===== src/rtl/enc_4_2_seq_if.sv =====
// Handshake bundle for enc_4_2_seq: word input port and {e, code, last} beat output port.
// The slave modport is the encoder; the master modport is its producer/consumer.
interface enc_4_2_seq_if;
    logic       in_valid;
    logic       in_ready;
    logic [3:0] in_word;
    logic       out_valid;
    logic       out_ready;
    logic       out_e;
    logic [1:0] out_code;
    logic       out_last;

    modport slave (
        input  in_valid, in_word, out_ready,
        output in_ready, out_valid, out_e, out_code, out_last
    );

    modport master (
        output in_valid, in_word, out_ready,
        input  in_ready, out_valid, out_e, out_code, out_last
    );
endinterface


===== src/rtl/enc_4_2_seq.sv =====
// Sequential 4-to-2 encoder: emits the index of every set bit of an accepted word,
// one {e, code, last} beat per output handshake, in lowest- or highest-first order.
module enc_4_2_seq #(
    parameter bit PRIO_HIGH = 1'b0
) (
    input  logic          clk,
    input  logic          rst_n,
    enc_4_2_seq_if.slave  bus
);

    typedef enum logic {StIdle, StBusy} state_e;

    state_e     r_state;
    logic [3:0] r_pend;

    logic       w_busy;
    logic       w_last;
    logic       w_hs;
    logic       w_accept;
    logic [1:0] w_sel;
    logic [3:0] w_sel_oh;

    assign w_busy = (r_state == StBusy);

    // Later iterations win, so scan order decides which set bit is selected.
    always_comb begin
        w_sel = 2'd0;
        if (PRIO_HIGH) begin
            for (int i = 0; i < 4; i++) begin
                if (r_pend[i]) w_sel = 2'(i);
            end
        end else begin
            for (int i = 3; i >= 0; i--) begin
                if (r_pend[i]) w_sel = 2'(i);
            end
        end
    end

    assign w_sel_oh = 4'b0001 << w_sel;
    assign w_last   = ((r_pend & (r_pend - 4'd1)) == 4'd0);
    assign w_hs     = w_busy & bus.out_ready;
    assign w_accept = bus.in_valid & bus.in_ready;

    assign bus.in_ready  = ~w_busy | (w_last & bus.out_ready);
    assign bus.out_valid = w_busy;
    assign bus.out_e     = w_busy & (|r_pend);
    assign bus.out_code  = w_busy ? w_sel : 2'd0;
    assign bus.out_last  = w_busy & w_last;

    always_ff @(posedge clk or negedge rst_n) begin
        if (!rst_n) begin
            r_state <= StIdle;
            r_pend  <= 4'd0;
        end else if (w_accept) begin
            r_pend  <= bus.in_word;
            r_state <= StBusy;
        end else if (w_hs) begin
            if (w_last) begin
                r_pend  <= 4'd0;
                r_state <= StIdle;
            end else begin
                r_pend  <= r_pend & ~w_sel_oh;
            end
        end
    end

endmodule


===== src/flat_wrapper.sv =====
// flat-port wrapper written by rule: the top's interface ports become plain ports
module enc_4_2_seq_flat 
#(
    parameter bit PRIO_HIGH = 1'b0
)
  (clk, rst_n, bus_in_valid, bus_in_word, bus_out_ready, bus_in_ready, bus_out_valid, bus_out_e, bus_out_code, bus_out_last);
  enc_4_2_seq_if bus_i ();
  input  logic clk;
  input  logic rst_n;
  input wire logic [$bits(bus_i.in_valid)-1:0] bus_in_valid;
  input wire logic [$bits(bus_i.in_word)-1:0] bus_in_word;
  input wire logic [$bits(bus_i.out_ready)-1:0] bus_out_ready;
  output wire logic [$bits(bus_i.in_ready)-1:0] bus_in_ready;
  output wire logic [$bits(bus_i.out_valid)-1:0] bus_out_valid;
  output wire logic [$bits(bus_i.out_e)-1:0] bus_out_e;
  output wire logic [$bits(bus_i.out_code)-1:0] bus_out_code;
  output wire logic [$bits(bus_i.out_last)-1:0] bus_out_last;
  assign bus_i.in_valid = bus_in_valid;
  assign bus_i.in_word = bus_in_word;
  assign bus_i.out_ready = bus_out_ready;
  assign bus_in_ready = bus_i.in_ready;
  assign bus_out_valid = bus_i.out_valid;
  assign bus_out_e = bus_i.out_e;
  assign bus_out_code = bus_i.out_code;
  assign bus_out_last = bus_i.out_last;
  enc_4_2_seq #(.PRIO_HIGH(PRIO_HIGH)) u_core (.clk(clk), .rst_n(rst_n), .bus(bus_i));
endmodule

===== config.mk =====
export PLATFORM = sky130hd
export DESIGN_NAME = enc_4_2_seq_flat
export DESIGN_NICKNAME = d
export VERILOG_FILES = /design/src/rtl/enc_4_2_seq_if.sv /design/src/rtl/enc_4_2_seq.sv /design/src/flat_wrapper.sv
export SDC_FILE = /design/constraint.sdc
export NUM_CORES = 1
export LEC_CHECK = 0
export ABC_AREA = 1
export CORE_AREA = 5 5 42 44
export CTS_CLUSTER_SIZE = 40
export DETAILED_ROUTE_END_ITERATION = 7
export DIE_AREA = 0 0 47 49
export SETUP_SLACK_MARGIN = 0.02
export SYNTH_ARGS = -nofsm -noshare
export SYNTH_HDL_FRONTEND = slang
export SYNTH_SLANG_ARGS = --single-unit

===== constraint.sdc =====
create_clock -name clk -period 1.7 [get_ports clk]
set_input_delay 0.17 -clock clk [delete_from_list [all_inputs] [get_ports clk]]
set_output_delay 0.17 -clock clk [all_outputs]
set_load 0.005 [all_outputs]

==> impl_metrics.toml, run 1 <==
[status]
status = "complete, no violations"

[grt]
grt_max_degree = 7
grt-ovfl-total = 0
grt_pass1_wl_um = 1260
grt_pass1_vias = 340
grtUsageTotal_pct = 7.70
grt_antenna_before_repair = 0

[routing]
drc = 0
vias_per_cell = 4.37
wl_per_cell_um = 9.52
postRouteWirelength_um = 819
drtIter0Drc = 9
drtPass1Iterations = 4
drtAntennaViolNets = 0
vias = 376

[job]
max_cap_viol_count = 0

[floorplanning]
coreArea_um2 = 1400
die_w_um = 47
rows = 14
die_area_um2 = 2300
die_h_um = 49
io_pins = 14
initial_utilization_pct = 23.0

[yosys]
synth_top_area_cell = "dfrtp_1"
ys_warn_count = 0
yosys.area.top_type_share_pct = 38.8
synth_area_leaders = "dfrtp_1 39%, nand2_1 17%, nand3_1 9.3%"
synth-seq-cells = 5
postSynthAreaPerCell_um2 = 7.17
syn_nets = 53
netlist_area_um2 = 323
syn_inst = 45
ys_seq_area_share_pct = 38.8
yosysUniqueCellTypes = 12

[timing]
hold_viol = 0
setup_viol = 0
finalMaxSlewViolations = 0
tns_ns = 0
rsz0062_at_grt = "no"
min_period_over_period_pct = 89.8
fmax_ghz = 0.655
relSlewSlack_pct = 85.1
finClkSkew_ns = 0.00333
worst_pin_slew_ns = 0.223
post-route-min-period_ns = 1.53

[cts]
cts_hold_buffers = 0
clk_pin_slew_ns = 0.04
htree_levels = 1
cts_buffers = 3
root_buffer = "clkbuf_4"
clock_path_buffers = 2
insertion_delay_ns = 0.24
cts_tree = "done"
numClockSinks = 5

[placed_design]
io_buffers = 13
gp_congestion = 0.806
hpwlAfterDp_um = 640
place_area_um2 = 495

[power]
p_leak_uw = 0.000323
ir_worst_vdd_uv = 469
power_frac_clock_pct = 14.3
swShare_pct = 38.5
cellPowerDensity_nw_per_um2 = 1650
switchingPower_uw = 365
p_seq_share_pct = 24.1
p_int_uw = 582
p_comb_share_pct = 61.5

[worst_setup_path]
path_common_cell = "nand2_1"
slowest_delay_ns = 0.41
path_max_fanout = 3
path_cells = "buf_4 > nand2_1 > nand2_1 > nand2_1 > nand2_2 > nand2_4 > dlygate4sd2_1"
worstPathArrival_ns = 1.36
worst_setup_path_end_kind = "primary output"
worstPathRequired_ns = 1.53
crit_type = "reg -> out"
slowest_stage = "dfrtp_1"
start_kind = "flop"

[final_layout]
drive_gt1_share_pct = 28.6
final_cell_mix = "15 x nand2_1, 8 x clkdlybuf4s50_1, 8 x buf_4"
antennaDiodeCount = 0
nets = 79
post-route-cell-area_um2 = 573
num-fill-cells = 150
syn_to_final_growth_pct = 77.5
final_common_cell = "nand2_1"

[worst_hold_path]
min_path_type = "in -> async"
worst paths after layout:
check / start / endpoint / slack [ns] / cells past startpoint
setup / recovery: u_core.r_pend[1] / bus_in_ready / 0.17 / 7
hold / removal: rst_n / u_core.r_pend[1] / 0.15 / 1
setup reg to reg: u_core.r_pend[1] / u_core.r_pend[2] / 0.30 / 12
hold reg to reg: u_core.r_pend[2] / u_core.r_pend[2] / 0.55 / 2
max in group asynchronous: rst_n / u_core.r_pend[0] / 1.35 / 1
min in group clk: bus_in_word[0] / u_core.r_pend[0] / 0.48 / 3
layout make-up:
class	count	area, µm²	share of cell area (%)
repair buffers	21	195	34.1
inverters	5	18.8	3.28
clock buffers	4	26.3	4.59
well taps	16	20.0	3.49
multi-input cells	35	186	32.5
flip-flops and latches	5	126	22.1
logic make-up after synthesis:
kind of cell / share of synthesized area [%]
buffers and inverters: 5.81
AOI/OAI and AO/OA: 7.36
DFF: 38.8
and+or+nand+nor: 48.1
sequential cells by signal, summed over array words and instances (netlist names):
signal and count:
u_core.bus.out_valid 1, u_core.r_pend 4
Yosys cell counts:
| library cell | instances |
|---|---|
| nand2_2 | 3 |
| nand3_1 | 6 |
| nor3_1 | 2 |
| nor2_2 | 1 |
| dfrtp_1 | 5 |
| nand3b_1 | 1 |
| nand2_1 | 15 |
| inv_1 | 5 |
| o21ai_2 | 1 |
| a21oi_1 | 3 |
| nand2_4 | 2 |
| nor2_1 | 1 |
metrics by stage:
stage	std cells	setup WS, ns	power [µW]	util (%)	hold slack, ns
floorplan	45	0.520	481	-	-0.126
global route	86	0.100	1040	40.9	0.165
CTS	85	0.0225	953	39.7	0.152
finish	86	0.174	947	40.9	0.147
detailed placement	77	0.179	731	35.4	0.411
global placement	77	0.177	727	35.4	0.408
power groups by stage:
stage / Clock, µW / Sequential, µW / Combinational [µW]
6_report: 136 / 229 / 583
5_1_grt: 150 / 237 / 649
4_1_cts: 142 / 224 / 586
3_5_place_dp: 0 / 218 / 513
3_3_place_gp: 0 / 215 / 511
2_1_floorplan: 0 / 217 / 264
critical path, delay by kind of cell, from the launching register on:
kind          cells  cell delay [ns]
flops             1             0.41
buf+inv           2             0.37
simple gates      5             0.33
timing repair:
action,in CTS,in global routing
pin swaps,2,0
setup buffers,4,1
gates resized for setup,4,4
endpoints found under the setup margin,3,3
per-layer routing:
layer,routed length (µm),track usage (%),vias to the layer above
met5,0,0,-
met4,17,6.45,0
met3,104,2.58,2
met2,370,10.9,15
met1,326,8.89,164
li1,-,-,195
Note: power is estimated with default switching activity, not from simulation.
==> run 2: changes to the inputs <==
- CORE_AREA: 5 5 42 44 -> 10 10 47 49
- CTS_BUF_LIST: default -> sky130_fd_sc_hd__clkbuf_8 sky130_fd_sc_hd__clkbuf_16
- DIE_AREA: 0 0 47 49 -> 0 0 57 59
==> impl_metrics.toml, run 2 (synthesized netlist as in run 1, its figures left out) <==
[floorplanning]
die_area_um2 = 3360
rows = 14
initial_utilization_pct = 23.0
coreArea_um2 = 1400
die_w_um = 57
io_pins = 14
die_h_um = 59

[routing]
wl_per_cell_um = 11.4
drc = 0
postRouteWirelength_um = 937
drtPass1Iterations = 4
vias = 364
drtIter0Drc = 5
drtAntennaViolNets = 0
vias_per_cell = 4.44

[grt]
grt_pass1_vias = 368
grt_pass1_wl_um = 1580
grt_max_degree = 7
grt-ovfl-total = 0
grtUsageTotal_pct = 6.04
grt_antenna_before_repair = 0

[worst_setup_path]
reg2reg_to = "u_core.r_pend[2]"
r2r_start = "u_core.r_pend[3]"
crit_type = "reg -> out"
start_kind = "flop"
reg2reg_depth = 11
worstPathRequired_ns = 1.53
reg2reg_slack_ns = 0.33
path_max_fanout = 4
worstPathArrival_ns = 1.46
worst_setup_path_end_kind = "primary output"

[power]
p_total_uw = 976
p_leak_uw = 0.000298
cellPowerDensity_nw_per_um2 = 1750
ir_worst_vdd_uv = 624

[cts]
numClockSinks = 5
clock_path_buffers = 2
cts_tree = "done"
root_buffer = "clkbuf_8"
clk_pin_slew_ns = 0.04
cts_buffers = 3
insertion_delay_ns = 0.22
htree_levels = 1

[final_layout]
post-route-cell-area_um2 = 558
syn_to_final_growth_pct = 72.9
drive_gt1_share_pct = 27.3
antennaDiodeCount = 0
final_cell_mix = "15 x nand2_1, 9 x clkdlybuf4s50_1, 6 x inv_1, 6 x nand3_1, 4 x buf_4"
final_common_cell = "nand2_1"
multi_input_area_um2 = 186
finalCoreUtilization_pct = 39.8
regMostFlops = "u_core.r_pend"
sequential_cell_area_um2 = 129
num-fill-cells = 160
largest_reg_flops = 4
nets = 75

[timing]
relSlewSlack_pct = 84.7
post-route-min-period_ns = 1.63
fmax_ghz = 0.613
min_period_over_period_pct = 96.0
rsz0062_at_grt = "no"
hold_viol = 0
tns_ns = 0
finClkSkew_ns = 0.000777
worst_pin_slew_ns = 0.228
setup_viol = 0
finalMaxSlewViolations = 0

[placed_design]
gp_congestion = 0.739
place_area_um2 = 488
io_buffers = 13
hpwlAfterDp_um = 714

[job]
max_cap_viol_count = 0

[status]
status = "complete, no violations"

[worst_hold_path]
min_path_type = "in -> async"
## run 2: cell types whose count changed in the layout (fill, tap and decap cells not counted), sizes merged
cell           delta
buf               -4
clkbuf            -1
clkdlybuf4s50     +1
dlygate4sd2       +1
dlymetal6s2s      -2
inv               +1
## run 2: area by class of cell
cell class	instances	share of cell area (%)
clock buffer	3	7.40
clock inverter	1	0.673
inverter	5	3.36
multi-input combinational	35	33.4
sequential	5	23.1
tap	16	3.59
timing repair buffer	17	28.5
## run 2: worst max-delay path by stage
stage	to	slack, ns	cells past startpoint	start
detailed placement	bus_in_ready	0.13	6	u_core.r_pend[2]
global route	bus_out_e	0.03	4	u_core.r_pend[0]
CTS	bus_out_e	0.02	4	u_core.r_pend[0]
finish	bus_out_e	0.07	4	u_core.r_pend[3]
floorplan	u_core.r_pend[2]	0.52	10	u_core.r_pend[1]
global placement	bus_out_code[1]	0.17	4	u_core.r_pend[1]
## run 2: repair_timing
item                       CTS  global route
pin swaps                    2             0
setup endpoints to repair    3             2
hold buffers                 0             0
buffers inserted             2             0
resized for setup            5             4
## run 2: report_power, final
group          internal (µW)  switching [µW]  total (µW)
sequential               173            73.4         247
clock                    155            55.6         210
combinational            271             248         520
## run 2: worst max-delay path, stage by stage (launching register included)
cell and delay, ns:
dfrtp_1 0.40, nor2_2 0.07, buf_4 0.13, a21oi_1 0.12, clkdlybuf4s50_1 0.52
## run 2: per-stage QoR
step / std cells / hold slack (ns) / setup slack, ns
2_1_floorplan: 45 / -0.126 / 0.520
6_report: 82 / 0.176 / 0.0687
4_1_cts: 82 / 0.187 / 0.0226
5_1_grt: 82 / 0.188 / 0.0291
3_3_place_gp: 76 / 0.408 / 0.169
3_5_place_dp: 76 / 0.415 / 0.134
## run 2: metal layers
metal  part of all wire [%]  up-vias  track usage [%]
met5                      0        -                0
met4                   0.85        0             5.03
met3                    8.9        2             3.00
met2                     45       11             8.99
met1                     45      166             6.26
li1                       -      185                -
